`src/rtl/alarm_game_multi.sv`:
```
// Multi-channel alarm with an LFSR-driven switch-matching dismissal game.
// Optional snooze support is compiled in with `define SNOOZE_EN.
module alarm_game_multi #(
  parameter int unsigned N_LED        = 10,
  parameter int unsigned N_ALARM      = 2,
  parameter int unsigned TIME_W       = 16,
  parameter int unsigned ROUNDS       = 3,
  parameter int unsigned ROUND_TICKS  = 1000,
  parameter int unsigned SNOOZE_TICKS = 5000,
  localparam int unsigned AW = (N_ALARM > 1) ? $clog2(N_ALARM) : 1
) (
  input  logic                      s2clk,
  input  logic                      reset,
  input  logic                      enable,
  input  logic [TIME_W-1:0]         current,
  input  logic [N_ALARM*TIME_W-1:0] alarm_times,
  input  logic [N_ALARM-1:0]        alarm_en,
  input  logic                      push_m,
  input  logic                      push_s,
  input  logic [N_LED-1:0]          SPDTs,
  output logic [2:0]                alarm_state,
  output logic [AW-1:0]             active_alarm,
  output logic [N_LED-1:0]          target_led,
  output logic [3:0]                round_count,
  output logic                      ringing,
  output logic                      done_pulse
);

  localparam int unsigned IdxW   = $clog2(N_LED);
  localparam int unsigned TimerW = $clog2(ROUND_TICKS);

  localparam logic [2:0] StOff    = 3'b000;
  localparam logic [2:0] StArmed  = 3'b001;
  localparam logic [2:0] StRing   = 3'b010;
  localparam logic [2:0] StGame   = 3'b100;
  localparam logic [2:0] StDone   = 3'b011;
  localparam logic [2:0] StSnooze = 3'b110;

  logic [2:0]        state_q, state_d;
  logic [15:0]       lfsr_q, lfsr_d;
  logic [IdxW-1:0]   last_idx_q, last_idx_d;
  logic [N_LED-1:0]  target_q, target_d;
  logic [3:0]        round_q, round_d;
  logic [TimerW-1:0] timer_q, timer_d;
  logic              need_clear_q, need_clear_d;
  logic [AW-1:0]     active_q, active_d;
  logic [TIME_W-1:0] last_fired_q, last_fired_d;
  logic              fired_valid_q, fired_valid_d;
  logic              push_m_q;

`ifdef SNOOZE_EN
  localparam int unsigned SnW = (SNOOZE_TICKS > 1) ? $clog2(SNOOZE_TICKS) : 1;
  logic [SnW-1:0] snooze_q, snooze_d;
`else
  logic unused_push_s;
  assign unused_push_s = push_s;
`endif

  logic [N_ALARM-1:0] match;
  logic [N_ALARM-1:0] scan;
  logic               hit;
  logic [AW-1:0]      hit_idx;
  logic [IdxW-1:0]    idx_raw, new_idx;
  logic [N_LED-1:0]   new_target;
  logic               push_m_rise;

  for (genvar g = 0; g < N_ALARM; g++) begin : g_match
    assign match[g] = alarm_en[g] && (current == alarm_times[g*TIME_W +: TIME_W]);
  end

  // Lowest matching channel wins; suppressed while time still equals the last dismissal.
  always_comb begin
    hit     = 1'b0;
    hit_idx = '0;
    scan    = match;
    for (int i = 0; i < int'(N_ALARM); i++) begin
      if (!hit && scan[0]) begin
        hit     = 1'b1;
        hit_idx = AW'(i);
      end
      scan = scan >> 1;
    end
    if (fired_valid_q && (current == last_fired_q)) hit = 1'b0;
  end

  always_comb begin
    idx_raw    = IdxW'(lfsr_q % 16'(N_LED));
    new_idx    = idx_raw;
    if (idx_raw == last_idx_q) begin
      new_idx = (idx_raw == IdxW'(N_LED - 1)) ? '0 : idx_raw + IdxW'(1);
    end
    new_target = N_LED'(1) << new_idx;
  end

  assign lfsr_d      = {lfsr_q[14:0], lfsr_q[15] ^ lfsr_q[13] ^ lfsr_q[12] ^ lfsr_q[10]};
  assign push_m_rise = push_m && !push_m_q;

  always_comb begin
    state_d       = state_q;
    last_idx_d    = last_idx_q;
    target_d      = target_q;
    round_d       = round_q;
    timer_d       = timer_q;
    need_clear_d  = need_clear_q;
    active_d      = active_q;
    last_fired_d  = last_fired_q;
    fired_valid_d = fired_valid_q;
`ifdef SNOOZE_EN
    snooze_d      = snooze_q;
`endif
    // Suppression lapses once time moves on, so the same alarm can fire again later.
    if (fired_valid_q && (current != last_fired_q)) fired_valid_d = 1'b0;

    case (state_q)
      StOff: state_d = StArmed;
      StArmed: begin
        if (hit) begin
          state_d  = StRing;
          active_d = hit_idx;
        end
      end
      StRing: begin
        if (push_m_rise) begin
          state_d      = StGame;
          round_d      = '0;
          timer_d      = '0;
          target_d     = new_target;
          last_idx_d   = new_idx;
          need_clear_d = 1'b1;
        end
`ifdef SNOOZE_EN
        else if (push_s) begin
          state_d  = StSnooze;
          snooze_d = '0;
        end
`endif
      end
      StGame: begin
        // Any switch action wins over a timeout in the same cycle.
        if (!need_clear_q && (SPDTs != '0)) begin
          timer_d = '0;
          if ((SPDTs == target_q) && (round_q == 4'(ROUNDS - 1))) begin
            state_d  = StDone;
            round_d  = '0;
            target_d = '0;
          end else begin
            round_d      = (SPDTs == target_q) ? round_q + 4'd1 : 4'd0;
            target_d     = new_target;
            last_idx_d   = new_idx;
            need_clear_d = 1'b1;
          end
        end else begin
          if (SPDTs == '0) need_clear_d = 1'b0;
          if (timer_q == TimerW'(ROUND_TICKS - 1)) begin
            state_d      = StRing;
            round_d      = '0;
            target_d     = '0;
            timer_d      = '0;
            need_clear_d = 1'b0;
          end else begin
            timer_d = timer_q + TimerW'(1);
          end
        end
      end
      StDone: begin
        state_d       = StArmed;
        last_fired_d  = current;
        fired_valid_d = 1'b1;
      end
`ifdef SNOOZE_EN
      StSnooze: begin
        if (snooze_q == SnW'(SNOOZE_TICKS - 1)) state_d = StRing;
        else snooze_d = snooze_q + SnW'(1);
      end
`endif
      default: state_d = StOff;
    endcase

    if (!enable) begin
      state_d      = StOff;
      timer_d      = '0;
      round_d      = '0;
      target_d     = '0;
      need_clear_d = 1'b0;
    end
  end

  always_ff @(posedge s2clk or negedge reset) begin
    if (!reset) begin
      state_q       <= StOff;
      lfsr_q        <= 16'hACE1;
      last_idx_q    <= '0;
      target_q      <= '0;
      round_q       <= '0;
      timer_q       <= '0;
      need_clear_q  <= 1'b0;
      active_q      <= '0;
      last_fired_q  <= '1;
      fired_valid_q <= 1'b0;
      push_m_q      <= 1'b0;
`ifdef SNOOZE_EN
      snooze_q      <= '0;
`endif
    end else begin
      state_q       <= state_d;
      lfsr_q        <= lfsr_d;
      last_idx_q    <= last_idx_d;
      target_q      <= target_d;
      round_q       <= round_d;
      timer_q       <= timer_d;
      need_clear_q  <= need_clear_d;
      active_q      <= active_d;
      last_fired_q  <= last_fired_d;
      fired_valid_q <= fired_valid_d;
      push_m_q      <= push_m;
`ifdef SNOOZE_EN
      snooze_q      <= snooze_d;
`endif
    end
  end

  assign alarm_state  = state_q;
  assign active_alarm = active_q;
  assign target_led   = target_q;
  assign round_count  = round_q;
  assign ringing      = (state_q == StRing);
  assign done_pulse   = (state_q == StDone);

endmodule

```
`config.mk`:
```
export PLATFORM = sky130hd
export DESIGN_NAME = alarm_game_multi
export DESIGN_NICKNAME = d
export VERILOG_FILES = /design/src/rtl/alarm_game_multi.sv
export SDC_FILE = /design/constraint.sdc
export NUM_CORES = 1
export LEC_CHECK = 0
export CAP_MARGIN = 20
export CORE_MARGIN = 2
export CORE_UTILIZATION = 50
export DETAILED_ROUTE_END_ITERATION = 7
export GPL_TIMING_DRIVEN = 0
export PLACE_DENSITY = 0.75
export SLEW_MARGIN = 5
export SYNTH_ARGS = -nofsm -noshare
export SYNTH_HDL_FRONTEND = slang
export SYNTH_SLANG_ARGS = --single-unit
```
`constraint.sdc`:
```
create_clock -name s2clk -period 7.48 [get_ports s2clk]
set_input_delay 2.244 -clock s2clk [delete_from_list [all_inputs] [get_ports s2clk]]
set_output_delay 2.244 -clock s2clk [all_outputs]
set_load 0.05 [all_outputs]
```
# Yosys cells after proc, flatten, opt, wreduce, memory -nomap -nowiden
# Index checks and enable logic that the tools add are counted.
[op_classes]
n_addsub = 3
multipliers = 0
div = 1
magnitude_cmp = 0
n_eq_ne = 23
shift = 1
muxes = 44
bitwise = 3
reduce_logical = 23
[op_table]
columns = ["cell", "n"]
rows = [
  ["2-to-1 mux 10 bit", 9],
  ["== test 16 bit", 3],
  ["2-to-1 mux 4 bit", 11],
  ["case mux 10 bit (2 select lines)", 2],
  ["2-to-1 mux 3 bit", 6],
  ["modulo 16 x 4 -> 16 bit, second input constant", 1],
  ["inequality test 16 bit", 1],
  ["case mux 4 bit (2 select lines)", 2],
  ["2-to-1 mux 1 bit", 12],
  ["inequality test 4 bit, second input constant", 3],
  ["case mux 3 bit (4 select lines)", 1],
  ["AND reduction 4 bit", 3],
  ["adder 10 x 1 -> 10 bit, second input constant", 1],
  ["== test 10 bit", 1],
  ["== test 10 bit, second input constant", 1],
  ["logical NOT 10 bit", 1],
  ["nonzero test 10 bit", 1],
  ["left shift 1 x 4 -> 10 bit, first input constant", 1],
  ["adder 4 x 1 -> 4 bit, second input constant", 2],
  ["logical AND 1 bit", 8],
  ["== test 3 x 2 -> 1 bit, second input constant", 2],
  ["inequality test 5 bit, second input constant", 1],
  ["== test 4 x 2 -> 1 bit, second input constant", 1],
  ["== test 4 bit", 1],
  ["16 further kinds", 23],
]
[word_totals]
reg_bits = 67
latchBits = 0
mem_bits_rw = 0
romBits = 0
output_inout_bits = 20
word_cells = 109
mem_count = 0

# Longest topological paths before layout
# Gate-level depths: netlist of the first run.
[depth]
depth_word = 10
depth_mapped = 23
mapped_depth_nobuf = 18

# Worst setup path after synthesis of the first run
# Ideal clock, no wire load.
[synth_timing]
path_type = "reg-to-reg"
from = "reg lfsr_q[13]"
to = "reg target_q[2] (netlist: target_led[2])"
setup_time_ns = 0.079
t_arrival_ns = 5.719
setup_slack_ns = 1.682
stages_incl_launch_ff = 20
cell_sequence = "dfstp_2 -> or3b_1 -> a22oi_1 -> o22ai_2 -> nor2_2 -> mux2_2 -> o32ai_2 -> nor2_1 -> a2111oi_4 -> mux2_1 -> or3_1 -> and3b_1 -> buf_2 -> o211a_1 -> a211o_1 -> a221oi_4 -> xnor2_1 -> or3_4 -> o32a_1 -> o21ai_1"
[synth_via]
elab_chain_len = 9
elab_cells_between_ends = 12
cone_classes = "1 x add/sub; 1 x div; 2 x eq/ne; 1 x shift; 7 x mux"
[synth_lines]
columns = ["element", "line", "source"]
rows = [
  ["start: declaration", "40", "logic [15:0] lfsr_q, lfsr_d;"],
  ["start signal: assignment", "206", "lfsr_q <= lfsr_d;"],
  ["modulo 16 x 4 -> 16 bit *", "87", "idx_raw = IdxW'(lfsr_q % 16'(N_LED));"],
  ["adder 4 x 1 -> 4 bit or == test 4 bit (tied branches)", "90", "new_idx = (idx_raw == IdxW'(N_LED - 1)) ? '0 : idx_raw + IdxW'(1);"],
  ["2-to-1 mux 4 bit", "90", ""],
  ["2-to-1 mux 4 bit *", "89", "if (idx_raw == last_idx_q) begin"],
  ["left shift 1 x 4 -> 10 bit *", "92", "new_target = N_LED'(1) << new_idx;"],
  ["2-to-1 mux 10 bit", "142", "if ((SPDTs == target_q) && (round_q == 4'(ROUNDS - 1))) begin"],
  ["2-to-1 mux 10 bit", "140", "if (!need_clear_q && (SPDTs != '0)) begin"],
  ["case mux 10 bit (2 select lines) *", "114", "case (state_q)"],
  ["2-to-1 mux 10 bit *", "179", "if (!enable) begin"],
  ["end signal: assignment", "208", "target_q <= target_d;"],
  ["end: declaration", "42", "logic [N_LED-1:0] target_q, target_d;"],
]
# Every way passes the cells marked *; elsewhere a longest branch is shown, timed or not. The select of a mux whose other input is x is not followed.
# A chain may end at the register's enable or synchronous reset.

# Worst setup path after layout of the first run
[layout_timing]
from = "reg lfsr_q[13]"
to = "reg target_q[3] (netlist: target_led[3])"
# The elaborated chain is that of the path after synthesis.

==> reports/results.txt, run 1 <==
Peak VDD IR: 147 uV
Global-route wire length before repair: 23,900 um
Num ports: 85
Max Cap Violations: 0
Quantity of gates resized following cts: 0
First drt pass iteration count: 6
Remaining max-slew budget at the tightest pin: 0.460
Number of standard cells after synthesis: 655
Initial cell density of the core: 0.509
Leakage power summed over all cells: 0.00250 uW
Final Instance Count excl. Fillers: 893
Floorplan die width: 109 um
Gate family responsible for the most delay along the worst path: compound AO/OA/AOI/OAI gates
Overall overflow remaining after global route: 0
Number of synthesized flops with an enable pin: 0
Number of placed cells counting well taps: 877
Min-Delay Path Class: reg -> reg
Time the final worst path needs with I/O delays and setup: 6.66 ns
Die ar.: 11,800 um^2
CTS clk-pin slew, worst paths: 0.08 ns
Pin count of the biggest net entering global routing: 68
Port Buf Inserts: 82
Maximum fanout count along the critical path: 10
Synthesis-to-finish area growth: 21.0%
DRC violation total after the first TritonRoute iteration: 416
Post-route setup TNS: 0 ns
Fmax: 150 MHz
Total of flip-flops plus latches after synthesis: 67
Synth unique cells: 89
HPWL Detailed: 11,300 um
Number of buffer and inverter instances along the worst setup path: 1
Final routed DRC violation total: 0
Run status: completed
Final count of hold timing violations: 0
Count of hold buffers inserted by post-cts repair: 0
Least-Margin Pin Slew: 0.810 ns
Layout cells sized above 1: 0.108
ANT cells: 0
Clk Tree Root Cell: sky130_fd_sc_hd__clkbuf_8
Net count after synthesis: 723
Pre-CTS setup slack: 0.878 ns
RSZ-0062 raised after global routing: no
Vertical extent of the die: 109 um
Post-synthesis cell area: 5500 um^2
Startpoint-to-endpoint class of the critical path: reg -> reg
Number of fillers in the final layout: 921
Area of all sequential standard cells: 1710 um^2
Via/cell ratio: 6.02
Nets: 816
Core outline area: 10,800 um^2
Master of the slowest instance on the critical path: sky130_fd_sc_hd__a2111oi_4
Synthesized area per cell: 8.39 um^2
Worst Slack Setup Final: 0.821 ns
Sort of element at the end of the critical path: flop
Total area of multi-input combinational cells: 3590 um^2
Row count: 38
Critical path cell sequence: or3b_1 > a22oi_1 > o22ai_2 > nor2_2 > mux2_2 > o32ai_2 > nor2_1 > a2111oi_4 > mux2_1 > or3_1 > and3b_1 > buf_2 > o211a_1 > a211o_1 > a221oi_4 > xnor2_1 > o41ai_2 > o2111ai_1 > o31ai_1
Max Slew Vio Count: 0
Sequential-to-total area share from yosys stat: 0.311
Maximum clock insertion buffer count: 2
Worst skew pair latency: 0.34 ns
Post-detailed-route wirelength per cell: 16.7 um
Worst clock skew: 0.0127 ns
Total clock buffers created by CTS: 9
Max H-tree Level: 3
Final weighted congestion of routability-driven global placement: 0.902
Initial antenna violation count: 0
Post-route antenna net violation count: 0
Power density normalized to cell area: 177 nW/um^2
Count of warnings emitted by yosys: 0
Post-CTS Setup Inserts: 0
Final clock period utilization by the worst path: 0.890
Crit path largest cell delay: 0.60 ns
Clk sinks: 67
Vias in the first global route: 5,188
Critical Path RT: 7.73 ns
Predominant post-synthesis flop cell: sky130_fd_sc_hd__dfrtp_1
Startpoint type of the worst setup path: flop
WL final: 14,900 um
Arrival @ worst endpoint: 6.91 ns
Final number of setup-violating endpoints: 0
Via total after detailed routing: 5,378
Share of synthesized flip-flops with an asynchronous set or reset: 1.00
Clock tree from TritonCTS: done
Global-route usage over all layers: 0.250
logic make-up after synthesis:
| logic type | count (synthesis) | synth area share |
|---|---|---|
| muxes | 11 | 0.0209 |
| and+or+nand+nor | 296 | 0.283 |
| buffers and inverters | 47 | 0.0364 |
| xor gates and xnor gates | 77 | 0.123 |
| DFF | 67 | 0.311 |
| adders and majority gates | 3 | 0.00683 |
| AOI/OAI and AO/OA | 154 | 0.220 |
power breakdown:
part / switching [uW] / internal [uW]
sequential: 50.4 / 459
combinational: 241 / 174
clock: 134 / 119
total: 426 / 752
final timing paths:
kind	depth (start not counted)	slack, ns	to	from
worst max register to register	19	0.82	target_led[3]$_DFFE_PN0P_	lfsr_q[13]$_DFF_PN1_
worst min-delay path	0	0.37	lfsr_q[6]$_DFF_PN1_	lfsr_q[5]$_DFF_PN1_
min in group asynchronous	1	2.00	target_led[1]$_DFFE_PN0P_	reset
max in group asynchronous	1	4.95	lfsr_q[14]$_DFF_PN0_	reset
worst min register to register	0	0.37	lfsr_q[6]$_DFF_PN1_	lfsr_q[5]$_DFF_PN1_
worst max-delay path	19	0.82	target_led[3]$_DFFE_PN0P_	lfsr_q[13]$_DFF_PN1_
layout make-up:
cell class	count	area share
buffer	29	0.0199
clock buffer	11	0.0198
multi-input combinational	541	0.540
timing repair buffer	82	0.123
inverter	18	0.0102
clock inverter	5	0.00452
tap	140	0.0263
sequential	67	0.257
per-layer routing:
metal / share of wire / vias up / track usage
met4: 0.018 / 0 / 0.0842
met5: 0 / - / 0
li1: - / 2617 / -
met3: 0.059 / 23 / 0.0359
met2: 0.48 / 175 / 0.431
met1: 0.44 / 2563 / 0.323
Yosys cell counts, types with 4 or more instances:
library cell	number	share of area
sky130_fd_sc_hd__dfstp_2	24	0.11
sky130_fd_sc_hd__nand4_1	24	0.027
sky130_fd_sc_hd__dfrtp_1	43	0.20
sky130_fd_sc_hd__nand3b_1	5	0.0068
sky130_fd_sc_hd__o31ai_1	7	0.0096
sky130_fd_sc_hd__buf_4	4	0.0055
sky130_fd_sc_hd__o32ai_1	5	0.0080
sky130_fd_sc_hd__o211ai_1	7	0.0096
sky130_fd_sc_hd__xor2_1	19	0.030
sky130_fd_sc_hd__inv_1	16	0.011
sky130_fd_sc_hd__a21oi_1	19	0.017
sky130_fd_sc_hd__nand2b_1	10	0.011
sky130_fd_sc_hd__and4_1	7	0.011
sky130_fd_sc_hd__xnor2_1	58	0.092
sky130_fd_sc_hd__and2_1	8	0.0091
sky130_fd_sc_hd__nand3_1	33	0.030
sky130_fd_sc_hd__or3_1	9	0.010
sky130_fd_sc_hd__a21o_1	5	0.0068
sky130_fd_sc_hd__mux2i_1	7	0.013
sky130_fd_sc_hd__a31oi_1	8	0.0091
sky130_fd_sc_hd__nor2_1	35	0.024
sky130_fd_sc_hd__o21ai_1	6	0.0055
sky130_fd_sc_hd__o2111ai_1	6	0.0096
sky130_fd_sc_hd__and3_1	9	0.010
sky130_fd_sc_hd__clkbuf_1	18	0.012
sky130_fd_sc_hd__buf_2	7	0.0064
sky130_fd_sc_hd__o21ai_0	26	0.024
sky130_fd_sc_hd__nand2_1	99	0.068
sky130_fd_sc_hd__o21a_1	5	0.0068
sky130_fd_sc_hd__nor2b_1	6	0.0068
sky130_fd_sc_hd__nor4_1	13	0.015
sky130_fd_sc_hd__nor3_1	14	0.013
sky130_fd_sc_hd__o221ai_1	5	0.0080
worst register-to-register path, cell delays in order, from the launching register on:
cell and delay [ns]:
sky130_fd_sc_hd__dfstp_2 0.55, sky130_fd_sc_hd__or3b_1 0.35, sky130_fd_sc_hd__a22oi_1 0.29, sky130_fd_sc_hd__o22ai_2 0.16
sky130_fd_sc_hd__nor2_2 0.27, sky130_fd_sc_hd__mux2_2 0.39, sky130_fd_sc_hd__o32ai_2 0.51, sky130_fd_sc_hd__nor2_1 0.17
sky130_fd_sc_hd__a2111oi_4 0.60, sky130_fd_sc_hd__mux2_1 0.40, sky130_fd_sc_hd__or3_1 0.37, sky130_fd_sc_hd__and3b_1 0.17
sky130_fd_sc_hd__buf_2 0.18, sky130_fd_sc_hd__o211a_1 0.14, sky130_fd_sc_hd__a211o_1 0.33, sky130_fd_sc_hd__a221oi_4 0.46
sky130_fd_sc_hd__xnor2_1 0.25, sky130_fd_sc_hd__o41ai_2 0.45, sky130_fd_sc_hd__o2111ai_1 0.28, sky130_fd_sc_hd__o31ai_1 0.26
per-stage QoR:
step           utilization  cell area [um^2]  hold WS [ns]  total power, uW
2_1_floorplan            -              5500         0.352              791
3_3_place_gp         0.601              6490         0.357              914
3_5_place_dp         0.601              6490         0.357              929
4_1_cts              0.616              6650         0.366             1180
5_1_grt              0.616              6650         0.377             1260
6_report             0.616              6650         0.365             1180
sequential cells by signal, summed over array words and instances (netlist names), 3 cells and up:
register      flops
alarm_state       3
last_fired_q     16
last_idx_q        4
lfsr_q           16
round_count       4
target_led       10
timer_q          10
layout by cell type, fill, tap and decap left out, types with 9 or more instances in the layout:
| cell | instances |
|---|---|
| sky130_fd_sc_hd__o21ai_0 | 26 |
| sky130_fd_sc_hd__nand4_1 | 24 |
| sky130_fd_sc_hd__nand3_1 | 33 |
| sky130_fd_sc_hd__nor2_1 | 35 |
| sky130_fd_sc_hd__dfstp_2 | 24 |
| sky130_fd_sc_hd__nand2b_1 | 10 |
| sky130_fd_sc_hd__clkbuf_8 | 9 |
| sky130_fd_sc_hd__xnor2_1 | 58 |
| sky130_fd_sc_hd__a21oi_1 | 19 |
| sky130_fd_sc_hd__dfrtp_1 | 43 |
| sky130_fd_sc_hd__clkdlybuf4s50_1 | 81 |
| sky130_fd_sc_hd__or3_1 | 9 |
| sky130_fd_sc_hd__clkbuf_1 | 20 |
| sky130_fd_sc_hd__nor3_1 | 14 |
| sky130_fd_sc_hd__inv_1 | 16 |
| sky130_fd_sc_hd__xor2_1 | 19 |
| sky130_fd_sc_hd__nor4_1 | 13 |
| sky130_fd_sc_hd__and3_1 | 9 |
| sky130_fd_sc_hd__nand2_1 | 99 |
No activity file was read; power rests on OpenSTA's default activity.
==> run 2: changes to the inputs <==
Settings changed: RECOVER_POWER set to 100.
==> run 2 against run 1 <==
Net effect:
- the flow now finishes with violations (max-capacitance violations, max-slew violations)
- via count is 0.17% lower
- final area hardly changed
- largest power group unchanged
- clock power hardly changed
- non-clock buffer count stayed put
- count of clock-buffer cells in the layout stayed put
==> reports/results.txt, run 2 (same netlist as run 1, synthesis figures left out) <==
Initial cell density of the core: 0.509 (unchanged)
Least-Margin Pin Slew: 3.46 ns (+2.65 ns)
Count of hold buffers inserted by post-cts repair: 0 (unchanged)
Clk sinks: 67 (unchanged)
Maximum clock insertion buffer count: 2 (unchanged)
Pin count of the biggest net entering global routing: 68 (unchanged)
Final routed DRC violation total: 0 (unchanged)
Overall overflow remaining after global route: 0 (unchanged)
Clk Tree Root Cell: sky130_fd_sc_hd__clkbuf_8
Initial antenna violation count: 1 (+1)
R2R Path Start: lfsr_q[11]$_DFF_PN1_
Max H-tree Level: 3 (unchanged)
Max Cap Violations: 1 (+1)
Floorplan die width: 109 um (unchanged)
Final number of setup-violating endpoints: 0 (unchanged)
Vertical extent of the die: 109 um (unchanged)
Final clock period utilization by the worst path: 0.905 (+0.0146)
Time the final worst path needs with I/O delays and setup: 6.77 ns (+0.109 ns)
Power density normalized to cell area: 176 nW/um^2 (-0.60%)
Maximum fanout count along the critical path: 10 (unchanged)
Layout cells sized above 1: 0.0943 (-0.0133)
Via/cell ratio: 6.01 (-0.28%)
Core outline area: 10,800 um^2 (unchanged)
Clock tree from TritonCTS: done
Worst skew pair latency: 0.34 ns (about the same)
Synthesis-to-finish area growth: 20.9% (about the same)
Global-route wire length before repair: 23,900 um (unchanged)
CTS clk-pin slew, worst paths: 0.07 ns (about the same)
Origin of the worst setup path: lfsr_q[11]$_DFF_PN1_
DRC violation total after the first TritonRoute iteration: 365 (-12%)
Peak VDD IR: 142 uV (-3.5%)
Row count: 38 (unchanged)
Most common cell after layout, fill and taps aside: sky130_fd_sc_hd__nand2_1
Min-Delay Path Class: reg -> reg
Worst clock skew: 0.0115 ns (-0.00121 ns)
Sort of element at the end of the critical path: flop
Critical Path RT: 7.73 ns (about the same)
Port Buf Inserts: 82 (unchanged)
Post-route antenna net violation count: 0 (unchanged)
Remaining max-slew budget at the tightest pin: -1.31 (-1.77)
Run status: finished, violations left
Violated checks: max-capacitance violations, max-slew violations
Leakage power summed over all cells: 0.00257 uW (+2.7%)
Num ports: 85 (unchanged)
Nets: 816 (unchanged)
Die ar.: 11,800 um^2 (unchanged)
Via total after detailed routing: 5,369 (-0.17%)
Top Registers: last_fired_q: 16 flops, lfsr_q: 16 flops
Vias in the first global route: 5,188 (unchanged)
Startpoint-to-endpoint class of the critical path: reg -> reg
Most frequent cells in the layout: sky130_fd_sc_hd__nand2_1 (99), sky130_fd_sc_hd__xnor2_1 (58), sky130_fd_sc_hd__clkdlybuf4s50_1 (44)
Total clock buffers created by CTS: 9 (unchanged)
First drt pass iteration count: 5 (-1)
Fmax: 148 MHz (-1.6%)
Arrival @ worst endpoint: 7.02 ns (+0.11 ns)
Quantity of gates resized following cts: 0 (unchanged)
Final count of hold timing violations: 0 (unchanged)
Global-route usage over all layers: 0.250 (unchanged)
Area post-placement: 6490 um^2 (unchanged)
Post-detailed-route wirelength per cell: 16.7 um (-0.26%)
RSZ-0062 raised after global routing: no
Startpoint type of the worst setup path: flop
Final weighted congestion of routability-driven global placement: 0.902 (unchanged)
HPWL Detailed: 11,300 um (unchanged)
Fin area: 6650 um^2 (about the same)
Startpoint of the most critical hold path: lfsr_q[5]$_DFF_PN1_
Post-route setup TNS: 0 ns (unchanged)
Max Slew Vio Count: 68 (+68)
WL final: 14,900 um (-0.15%)
Post-CTS Setup Inserts: 0 (unchanged)
[run 2: cell types whose count changed in the layout (fill, tap and decap cells not counted), moves of 2 or more]
cell	before	now
sky130_fd_sc_hd__clkdlybuf4s50_1	81	44
sky130_fd_sc_hd__and2_0	0	2
sky130_fd_sc_hd__dfstp_1	0	7
sky130_fd_sc_hd__and2_1	8	6
sky130_fd_sc_hd__dlygate4sd3_1	0	37
sky130_fd_sc_hd__o21ai_1	6	2
sky130_fd_sc_hd__dfstp_2	24	17
sky130_fd_sc_hd__o21ai_0	26	30
[run 2: worst max-delay path: stages (launching register included)]
cell and delay, ns:
sky130_fd_sc_hd__dfstp_1 0.56, sky130_fd_sc_hd__buf_4 0.17, sky130_fd_sc_hd__and2b_4 0.22, sky130_fd_sc_hd__a22oi_1 0.26, sky130_fd_sc_hd__o22ai_2 0.16, sky130_fd_sc_hd__nor2_1 0.37
sky130_fd_sc_hd__mux2_1 0.39, sky130_fd_sc_hd__o32ai_2 0.52, sky130_fd_sc_hd__nor2_1 0.17, sky130_fd_sc_hd__a2111oi_4 0.60, sky130_fd_sc_hd__mux2_1 0.40, sky130_fd_sc_hd__or3_1 0.37
sky130_fd_sc_hd__and3b_1 0.17, sky130_fd_sc_hd__buf_2 0.17, sky130_fd_sc_hd__o211a_1 0.14, sky130_fd_sc_hd__a211o_1 0.33, sky130_fd_sc_hd__a221oi_4 0.45, sky130_fd_sc_hd__xnor2_1 0.25
sky130_fd_sc_hd__o41ai_2 0.45, sky130_fd_sc_hd__o2111ai_1 0.27, sky130_fd_sc_hd__o31ai_1 0.25
[run 2: metal layers]
layer / global-route usage / part of all wire
met3: 0.0359 / 0.057
met4: 0.0842 / 0.020
met2: 0.431 / 0.48
met1: 0.323 / 0.45
met5: 0 / 0
[run 2: layout make-up]
type | instances | area, um^2
Inverter | 18 | 67.6
Tap cell | 140 | 175
Fill cell | 922 | 4150
Multi-Input combinational cell | 541 | 3590
Clock inverter | 5 | 30.0
Timing Repair Buffer | 82 | 815
Sequential cell | 67 | 1710
Buffer | 29 | 133
Antenna cell | 1 | 2.50
Clock buffer | 11 | 131
[run 2: power breakdown]
part           leakage [uW]  internal, uW  switching [uW]  total, uW
Combinational       0.00165           168             240        408
Sequential         0.000840           459            49.9        509
Clock             0.0000791           119             134        253
[run 2: through the flow]
stage	total power [uW]	cells	setup slack [ns]	hold slack, ns	util
5_1_grt	1250	894	0.186	0.392	0.616
3_5_place_dp	929	877	0.878	0.357	0.601
3_3_place_gp	914	877	0.935	0.357	0.601
2_1_floorplan	791	655	1.68	0.352	-
6_report	1170	894	0.712	0.372	0.616
4_1_cts	1180	893	0.855	0.366	0.616
[run 2: worst paths after layout]
check                                                   to  slack [ns]  depth (start not counted)
worst max-delay path             target_led[3]$_DFFE_PN0P_        0.71                         20
worst min-delay path                   lfsr_q[6]$_DFF_PN1_        0.37                          0
worst max register to register   target_led[3]$_DFFE_PN0P_        0.71                         20
worst min register to register         lfsr_q[6]$_DFF_PN1_        0.37                          0
max in group asynchronous             lfsr_q[14]$_DFF_PN0_        2.45                          1
min in group asynchronous       alarm_state[0]$_DFFE_PN0P_        3.07                          1
